**config.mk**
```make
export PLATFORM = sky130hd
export DESIGN_NAME = spi_axi_bridge_master
export DESIGN_NICKNAME = d
export VERILOG_FILES = /design/src/rtl/spi_axi_bridge_master.sv
export SDC_FILE = /design/constraint.sdc
export NUM_CORES = 1
export LEC_CHECK = 0
export CAP_MARGIN = 20
export CORE_UTILIZATION = 48
export DETAILED_ROUTE_END_ITERATION = 8
export PLACE_DENSITY = 0.81
export SLEW_MARGIN = 10
export SYNTH_ARGS = -nofsm -noshare
export SYNTH_HDL_FRONTEND = slang
export SYNTH_SLANG_ARGS = --single-unit
export TNS_END_PERCENT = 50
```
**constraint.sdc**
```tcl
create_clock -name ACLK -period 1.8 [get_ports ACLK]
set_input_delay 0.27 -clock ACLK [delete_from_list [all_inputs] [get_ports ACLK]]
set_output_delay 0.27 -clock ACLK [all_outputs]
set_load 0.02 [all_outputs]
```
**src/rtl/spi_axi_bridge_master.sv**
```systemverilog
// SPI-slave frame decoder driving single-beat AXI4 reads/writes.
// Oversamples SPI pins in ACLK; read results return via a poll frame.
module spi_axi_bridge_master #(
  parameter int DATA_WIDTH  = 32,
  parameter int ADDR_WIDTH  = 40,
  parameter int ID_WIDTH    = 1,
  parameter int WSTRB_WIDTH = 4,
  parameter int BLEN_WIDTH  = 5
) (
  input  logic                   ACLK,
  input  logic                   reset,
  input  logic                   SPI_SCLK,
  input  logic                   SPI_CS_N,
  input  logic                   SPI_MOSI,
  output logic                   SPI_MISO,
  output logic [ID_WIDTH-1:0]    AXI_AWID,
  output logic [ADDR_WIDTH-1:0]  AXI_AWADDR,
  output logic [BLEN_WIDTH-1:0]  AXI_AWLEN,
  output logic [2:0]             AXI_AWSIZE,
  output logic [1:0]             AXI_AWBURST,
  output logic [2:0]             AXI_AWPROT,
  output logic [3:0]             AXI_AWCACHE,
  output logic                   AXI_AWVALID,
  input  logic                   AXI_AWREADY,
  output logic [DATA_WIDTH-1:0]  AXI_WDATA,
  output logic [WSTRB_WIDTH-1:0] AXI_WSTRB,
  output logic                   AXI_WLAST,
  output logic                   AXI_WVALID,
  input  logic                   AXI_WREADY,
  input  logic [1:0]             AXI_BRESP,
  input  logic                   AXI_BVALID,
  output logic                   AXI_BREADY,
  output logic [ID_WIDTH-1:0]    AXI_ARID,
  output logic [ADDR_WIDTH-1:0]  AXI_ARADDR,
  output logic [BLEN_WIDTH-1:0]  AXI_ARLEN,
  output logic [2:0]             AXI_ARSIZE,
  output logic [1:0]             AXI_ARBURST,
  output logic [2:0]             AXI_ARPROT,
  output logic [3:0]             AXI_ARCACHE,
  output logic                   AXI_ARVALID,
  input  logic                   AXI_ARREADY,
  input  logic [DATA_WIDTH-1:0]  AXI_RDATA,
  input  logic [1:0]             AXI_RRESP,
  input  logic                   AXI_RVALID,
  output logic                   AXI_RREADY
);

  typedef enum logic [2:0] {
    IDLE,
    WR_AW_W,
    WR_B,
    RD_AR,
    RD_R
  } state_t;

  localparam int RSP_W = DATA_WIDTH + 8;

  state_t state, state_n;

  logic [1:0] sclk_sy, cs_sy, mosi_sy;
  logic       sclk_d, cs_d;
  logic       sclk_rise, sclk_fall;
  logic       cs_rise, cs_act, mosi_s;

  logic [2:0]            bit_cnt;
  logic [3:0]            byte_cnt;
  logic [6:0]            sh;
  logic [7:0]            rx_byte;
  logic [7:0]            rx_op;
  logic [ADDR_WIDTH-1:0] rx_addr;
  logic [DATA_WIDTH-1:0] rx_data;

  logic [RSP_W-1:0] resp_sh;
  logic [5:0]       resp_cnt;
  logic             miso_q;
  logic             poll_latch;

  logic frame_ok, wr_frame, rd_frame, poll_frame;
  logic busy, accept, aw_ok, w_ok;

  logic                  aw_pend, w_pend;
  logic [ADDR_WIDTH-1:0] cmd_addr;
  logic [DATA_WIDTH-1:0] cmd_data;
  logic                  done, overrun, op_rd;
  logic [1:0]            resp;
  logic [DATA_WIDTH-1:0] rdata;
  logic [7:0]            status;

  always_ff @(posedge ACLK) begin
    if (reset) begin
      sclk_sy <= 2'b00;
      cs_sy   <= 2'b11;
      mosi_sy <= 2'b00;
      sclk_d  <= 1'b0;
      cs_d    <= 1'b1;
    end else begin
      sclk_sy <= {sclk_sy[0], SPI_SCLK};
      cs_sy   <= {cs_sy[0], SPI_CS_N};
      mosi_sy <= {mosi_sy[0], SPI_MOSI};
      sclk_d  <= sclk_sy[1];
      cs_d    <= cs_sy[1];
    end
  end

  assign sclk_rise = sclk_sy[1] & ~sclk_d;
  assign sclk_fall = ~sclk_sy[1] & sclk_d;
  assign cs_rise   = cs_sy[1] & ~cs_d;
  assign cs_act    = ~cs_sy[1];
  assign mosi_s    = mosi_sy[1];
  assign rx_byte   = {sh, mosi_s};

  // Byte counter saturates so over-long frames never alias a valid length
  always_ff @(posedge ACLK) begin
    if (reset) begin
      bit_cnt  <= '0;
      byte_cnt <= '0;
      sh       <= '0;
      rx_op    <= '0;
      rx_addr  <= '0;
      rx_data  <= '0;
    end else if (!cs_act) begin
      bit_cnt  <= '0;
      byte_cnt <= '0;
    end else if (sclk_rise) begin
      sh      <= rx_byte[6:0];
      bit_cnt <= bit_cnt + 3'd1;
      if (bit_cnt == 3'd7) begin
        if (byte_cnt != 4'hf)
          byte_cnt <= byte_cnt + 4'd1;
        if (byte_cnt == 4'd0)
          rx_op <= rx_byte;
        else if (byte_cnt <= 4'd5)
          rx_addr <= {rx_addr[ADDR_WIDTH-9:0], rx_byte};
        else if (byte_cnt <= 4'd9)
          rx_data <= {rx_data[DATA_WIDTH-9:0], rx_byte};
      end
    end
  end

  assign frame_ok   = cs_rise && (bit_cnt == 3'd0);
  assign wr_frame   = frame_ok && (rx_op == 8'h01)
                    && (byte_cnt == 4'd10);
  assign rd_frame   = frame_ok && (rx_op == 8'h02)
                    && (byte_cnt == 4'd6);
  assign poll_frame = frame_ok && (rx_op == 8'h03)
                    && (byte_cnt != 4'd0)
                    && (byte_cnt <= 4'd6);

  assign busy   = (state != IDLE);
  assign accept = (wr_frame || rd_frame) && !busy;
  assign aw_ok  = !aw_pend || AXI_AWREADY;
  assign w_ok   = !w_pend || AXI_WREADY;
  assign status = {done, busy, overrun, op_rd, 2'b00, resp};

  assign poll_latch = cs_act && sclk_rise
                   && (byte_cnt == 4'd0)
                   && (bit_cnt == 3'd7)
                   && (rx_byte == 8'h03);

  // Snapshot is frozen at the opcode's last bit; later completions don't touch it
  always_ff @(posedge ACLK) begin
    if (reset) begin
      resp_sh  <= '0;
      resp_cnt <= '0;
      miso_q   <= 1'b0;
    end else if (!cs_act) begin
      resp_cnt <= '0;
      miso_q   <= 1'b0;
    end else if (poll_latch) begin
      resp_sh  <= {status, rdata};
      resp_cnt <= 6'(RSP_W);
    end else if (sclk_fall) begin
      if (resp_cnt != 6'd0) begin
        miso_q   <= resp_sh[RSP_W-1];
        resp_sh  <= {resp_sh[RSP_W-2:0], 1'b0};
        resp_cnt <= resp_cnt - 6'd1;
      end else begin
        miso_q <= 1'b0;
      end
    end
  end

  assign SPI_MISO = miso_q;

  always_ff @(posedge ACLK) begin
    if (reset)
      state <= IDLE;
    else
      state <= state_n;
  end

  always_comb begin
    state_n     = state;
    AXI_BREADY  = 1'b0;
    AXI_ARVALID = 1'b0;
    AXI_RREADY  = 1'b0;
    unique case (state)
      IDLE: begin
        if (accept)
          state_n = wr_frame ? WR_AW_W : RD_AR;
      end
      WR_AW_W: begin
        if (aw_ok && w_ok)
          state_n = WR_B;
      end
      WR_B: begin
        AXI_BREADY = 1'b1;
        if (AXI_BVALID)
          state_n = IDLE;
      end
      RD_AR: begin
        AXI_ARVALID = 1'b1;
        if (AXI_ARREADY)
          state_n = RD_R;
      end
      RD_R: begin
        AXI_RREADY = 1'b1;
        if (AXI_RVALID)
          state_n = IDLE;
      end
      default: state_n = IDLE;
    endcase
  end

  always_ff @(posedge ACLK) begin
    if (reset) begin
      aw_pend  <= 1'b0;
      w_pend   <= 1'b0;
      cmd_addr <= '0;
      cmd_data <= '0;
      done     <= 1'b0;
      overrun  <= 1'b0;
      op_rd    <= 1'b0;
      resp     <= 2'b00;
      rdata    <= '0;
    end else begin
      if (accept) begin
        cmd_addr <= rx_addr;
        cmd_data <= rx_data;
        done     <= 1'b0;
        op_rd    <= rd_frame;
        aw_pend  <= wr_frame;
        w_pend   <= wr_frame;
      end else if (wr_frame || rd_frame) begin
        overrun <= 1'b1;
      end
      if (poll_frame)
        overrun <= 1'b0;
      if (aw_pend && AXI_AWREADY)
        aw_pend <= 1'b0;
      if (w_pend && AXI_WREADY)
        w_pend <= 1'b0;
      if (state == WR_B && AXI_BVALID) begin
        resp <= AXI_BRESP;
        done <= 1'b1;
      end
      if (state == RD_R && AXI_RVALID) begin
        rdata <= AXI_RDATA;
        resp  <= AXI_RRESP;
        done  <= 1'b1;
      end
    end
  end

  assign AXI_AWVALID = aw_pend;
  assign AXI_WVALID  = w_pend;
  assign AXI_AWADDR  = cmd_addr;
  assign AXI_ARADDR  = cmd_addr;
  assign AXI_WDATA   = cmd_data;

  assign AXI_AWID    = '0;
  assign AXI_ARID    = '0;
  assign AXI_AWLEN   = '0;
  assign AXI_ARLEN   = '0;
  assign AXI_AWSIZE  = 3'b010;
  assign AXI_ARSIZE  = 3'b010;
  assign AXI_AWBURST = 2'b01;
  assign AXI_ARBURST = 2'b01;
  assign AXI_AWPROT  = '0;
  assign AXI_ARPROT  = '0;
  assign AXI_AWCACHE = '0;
  assign AXI_ARCACHE = '0;
  assign AXI_WSTRB   = '1;
  assign AXI_WLAST   = 1'b1;

endmodule

```
==> impl_results.md <==
* Run status: finished with violations
* Failing checks: negative setup slack
* Number of core rows at 57
* Fraction of layout cells with a size suffix above 1 at 28.5%
* DRT Wirelength at 42.9 mm
* Synth top area cells: dfxtp_1, a21oi_1, buf_4
* Place WS at -208 ps
* Die area at 25400 um^2
* Worst-margin pin slew at 640 ps
* Synth async-reset ratio at 0%
* Peak Freq at 0.468 GHz
* Final period util at 119%
* Leading area contributor after synthesis: dfxtp_1
* Register area share after synthesis at 44.3%
* CTS max path bufs at 3
* Leakage at 7.01 nW
* Drt initial violations at 1541
* CTS tree: yes
* Sinks on Clock Net at 263
* Worst EP required at 2200 ps
* Max-Cap Viols at 0
* Syn_area_per_cell at 8.78 um^2
* Most frequent cells in the layout: dfxtp_1, a21oi_1, nand2_1
* DR vias/cell at 6.45
* Power Total at 12.4 mW
* Die Y at 159 um
* Vias in the first global route at 9965
* Number of synthesized flops with an enable pin at 0
* PD cells at 722 nW/um^2
* Clock root cell: clkbuf_16
* Hold Vio Cnt, Final at 0
* Final TNS setup at -19760 ps
* Syn. warnings at 0
* Mapped Area at 11900 um^2
* CTS clock-pin slew for the worst setup and hold paths at 70 ps
* DRT Pass-1 Iters at 8
* First-pass GRT wire length at 50.5 mm
* Pin count of the biggest net entering global routing at 126
* Synth Flop Type: dfxtp_1
* Post-Syn Instances at 1355
* CTS buffer count at 27
* Remaining DRCs at 0
* Cells after DPL at 1750
* Vias at 11.8k
* Fill cells at 1472
* N_diodes at 0
* Final net count at 1547
* Setup ws final at -335 ps
* FF+latch count, synth at 263
* Largest fanout on the critical path at 10
* Initial antenna violation count at 0
* I/O Buffers at 163
* RSZ-0062 raised after global routing: true
* Cts hold-fix bufs at 0
* H-tree levels at 1
* Number of non-filler instances in the completed layout at 1835
* DP HPWL at 19.0 mm
* Final-report max-slew violation count at 0
* Clk_lat worst skew at 540 ps
* Die Wd at 159 um
* Max Clock Skew at 20.0 ps
* Initial Util at 48.9%
* Min-Delay Path Class: input pin to flop
* Commonest non-fill, non-tap cell in the layout: dfxtp_1
* Io pins at 205
* CP arrival at 2540 ps
* Core area at 24300 um^2
* All-Layer GR Usage at 23.6%
* GP Congestion at 0.797
* Final antenna-violating net count at 0
* Synth unique cells at 65
* Worst setup EP type: flop
* Area growth syn-to-layout at 43.9%
* Grt total ovfl at 0
* Startpoint Class: flop
* Max-slew headroom at 57.3%
* WL/cell at 23.4 um
* Crit path time final at 2140 ps
* Maximum VDD drop at 639 uV
* WS Path Type: flop to flop
* Synth top area share at 44.3%
* # setup viols final at 174
==> Yosys cell counts, drive strengths merged, types with 12 or more instances <==
| cell | n |
|---|---|
| o31ai | 77 |
| a21oi | 188 |
| and3 | 38 |
| nand4 | 75 |
| nor2b | 12 |
| nand2 | 161 |
| nand3 | 38 |
| mux2i | 56 |
| a41oi | 35 |
| buf | 139 |
| nor2 | 36 |
| o21ai | 71 |
| clkbuf | 77 |
| dfxtp | 263 |
==> cell type report <==
cell class | count | area [um^2] | share of cell area [%]
tap | 324 | 405 | 2.37
timing repair buffer | 284 | 3400 | 19.9
clock inverter | 10 | 159 | 0.928
clock buffer | 39 | 791 | 4.62
multi-input combinational | 904 | 7030 | 41.1
sequential | 263 | 5280 | 30.9
inverter | 11 | 46.3 | 0.271
==> what timing repair did <==
action | in CTS | in global routing
cloned | 3 | 20
pin swaps | 29 | 116
setup buffers | 9 | 7
gates resized for setup | 120 | 320
setup endpoints to repair | 212 | 249
==> registers in the layout (all words and copies together) (netlist names), 4 cells and up <==
register / cells
rdata: 32
rx_addr: 40
rx_data: 32
resp_cnt: 6
sh: 7
resp_sh: 40
byte_cnt: 4
AXI_ARADDR: 40
rx_op: 8
AXI_WDATA: 32
==> final timing paths <==
kind / startpoint / endpoint / depth (start not counted) / slack, ps
min reg2reg: cs_sy[0]$_SDFF_PP1_ / cs_sy[1]$_SDFF_PP1_ / 1 / 440
max: byte_cnt[1]$_SDFFE_PP0P_ / rx_addr[28]$_SDFFE_PP0P_ / 8 / -340
min: reset / rx_addr[20]$_SDFFE_PP0P_ / 2 / 100
max reg2reg: byte_cnt[1]$_SDFFE_PP0P_ / rx_addr[28]$_SDFFE_PP0P_ / 8 / -340
==> per-stage QoR <==
step	area, um^2	hold slack (ps)	util [%]
floorplan	12100	374	-
global placement	13800	423	56.8
detailed placement	13800	425	56.8
CTS	15300	71.9	62.8
global route	17100	85.9	70.4
finish	17100	102	70.4
==> worst max-delay path, stage by stage, from the launching register on <==
cell and delay [ps]:
dfxtp_2 360, inv_4 60, ha_4 170, buf_4 140, nor3b_2 280, or4_4 350, clkbuf_16 230, nand2_1 70
a21oi_1 350
==> power by group <==
part	internal, mW	switching [mW]
combinational	0.157	0.295
clock	3.63	2.45
sequential	5.82	0.00560
total	9.60	2.75
==> cell families after synthesis <==
logic type                 count (synthesis)  synth area share [%]
adders and majority gates                 10                  1.05
AOI/OAI and AO/OA                        389                  20.8
and+or+nand+nor                          399                  17.5
other                                      2                0.0631
DFF                                      263                  44.3
muxes                                     57                  4.91
xor gates and xnor gates                   8                 0.589
buffers and inverters                    227                  10.8
==> metal layers <==
metal	routed length, um	up-vias	track usage (%)
met1	15900	5676	29.5
met3	3880	256	3.70
li1	-	5043	-
met4	2620	0	8.13
met5	0	-	0
met2	20500	861	41.1
No activity file was read; power rests on OpenSTA's default activity.
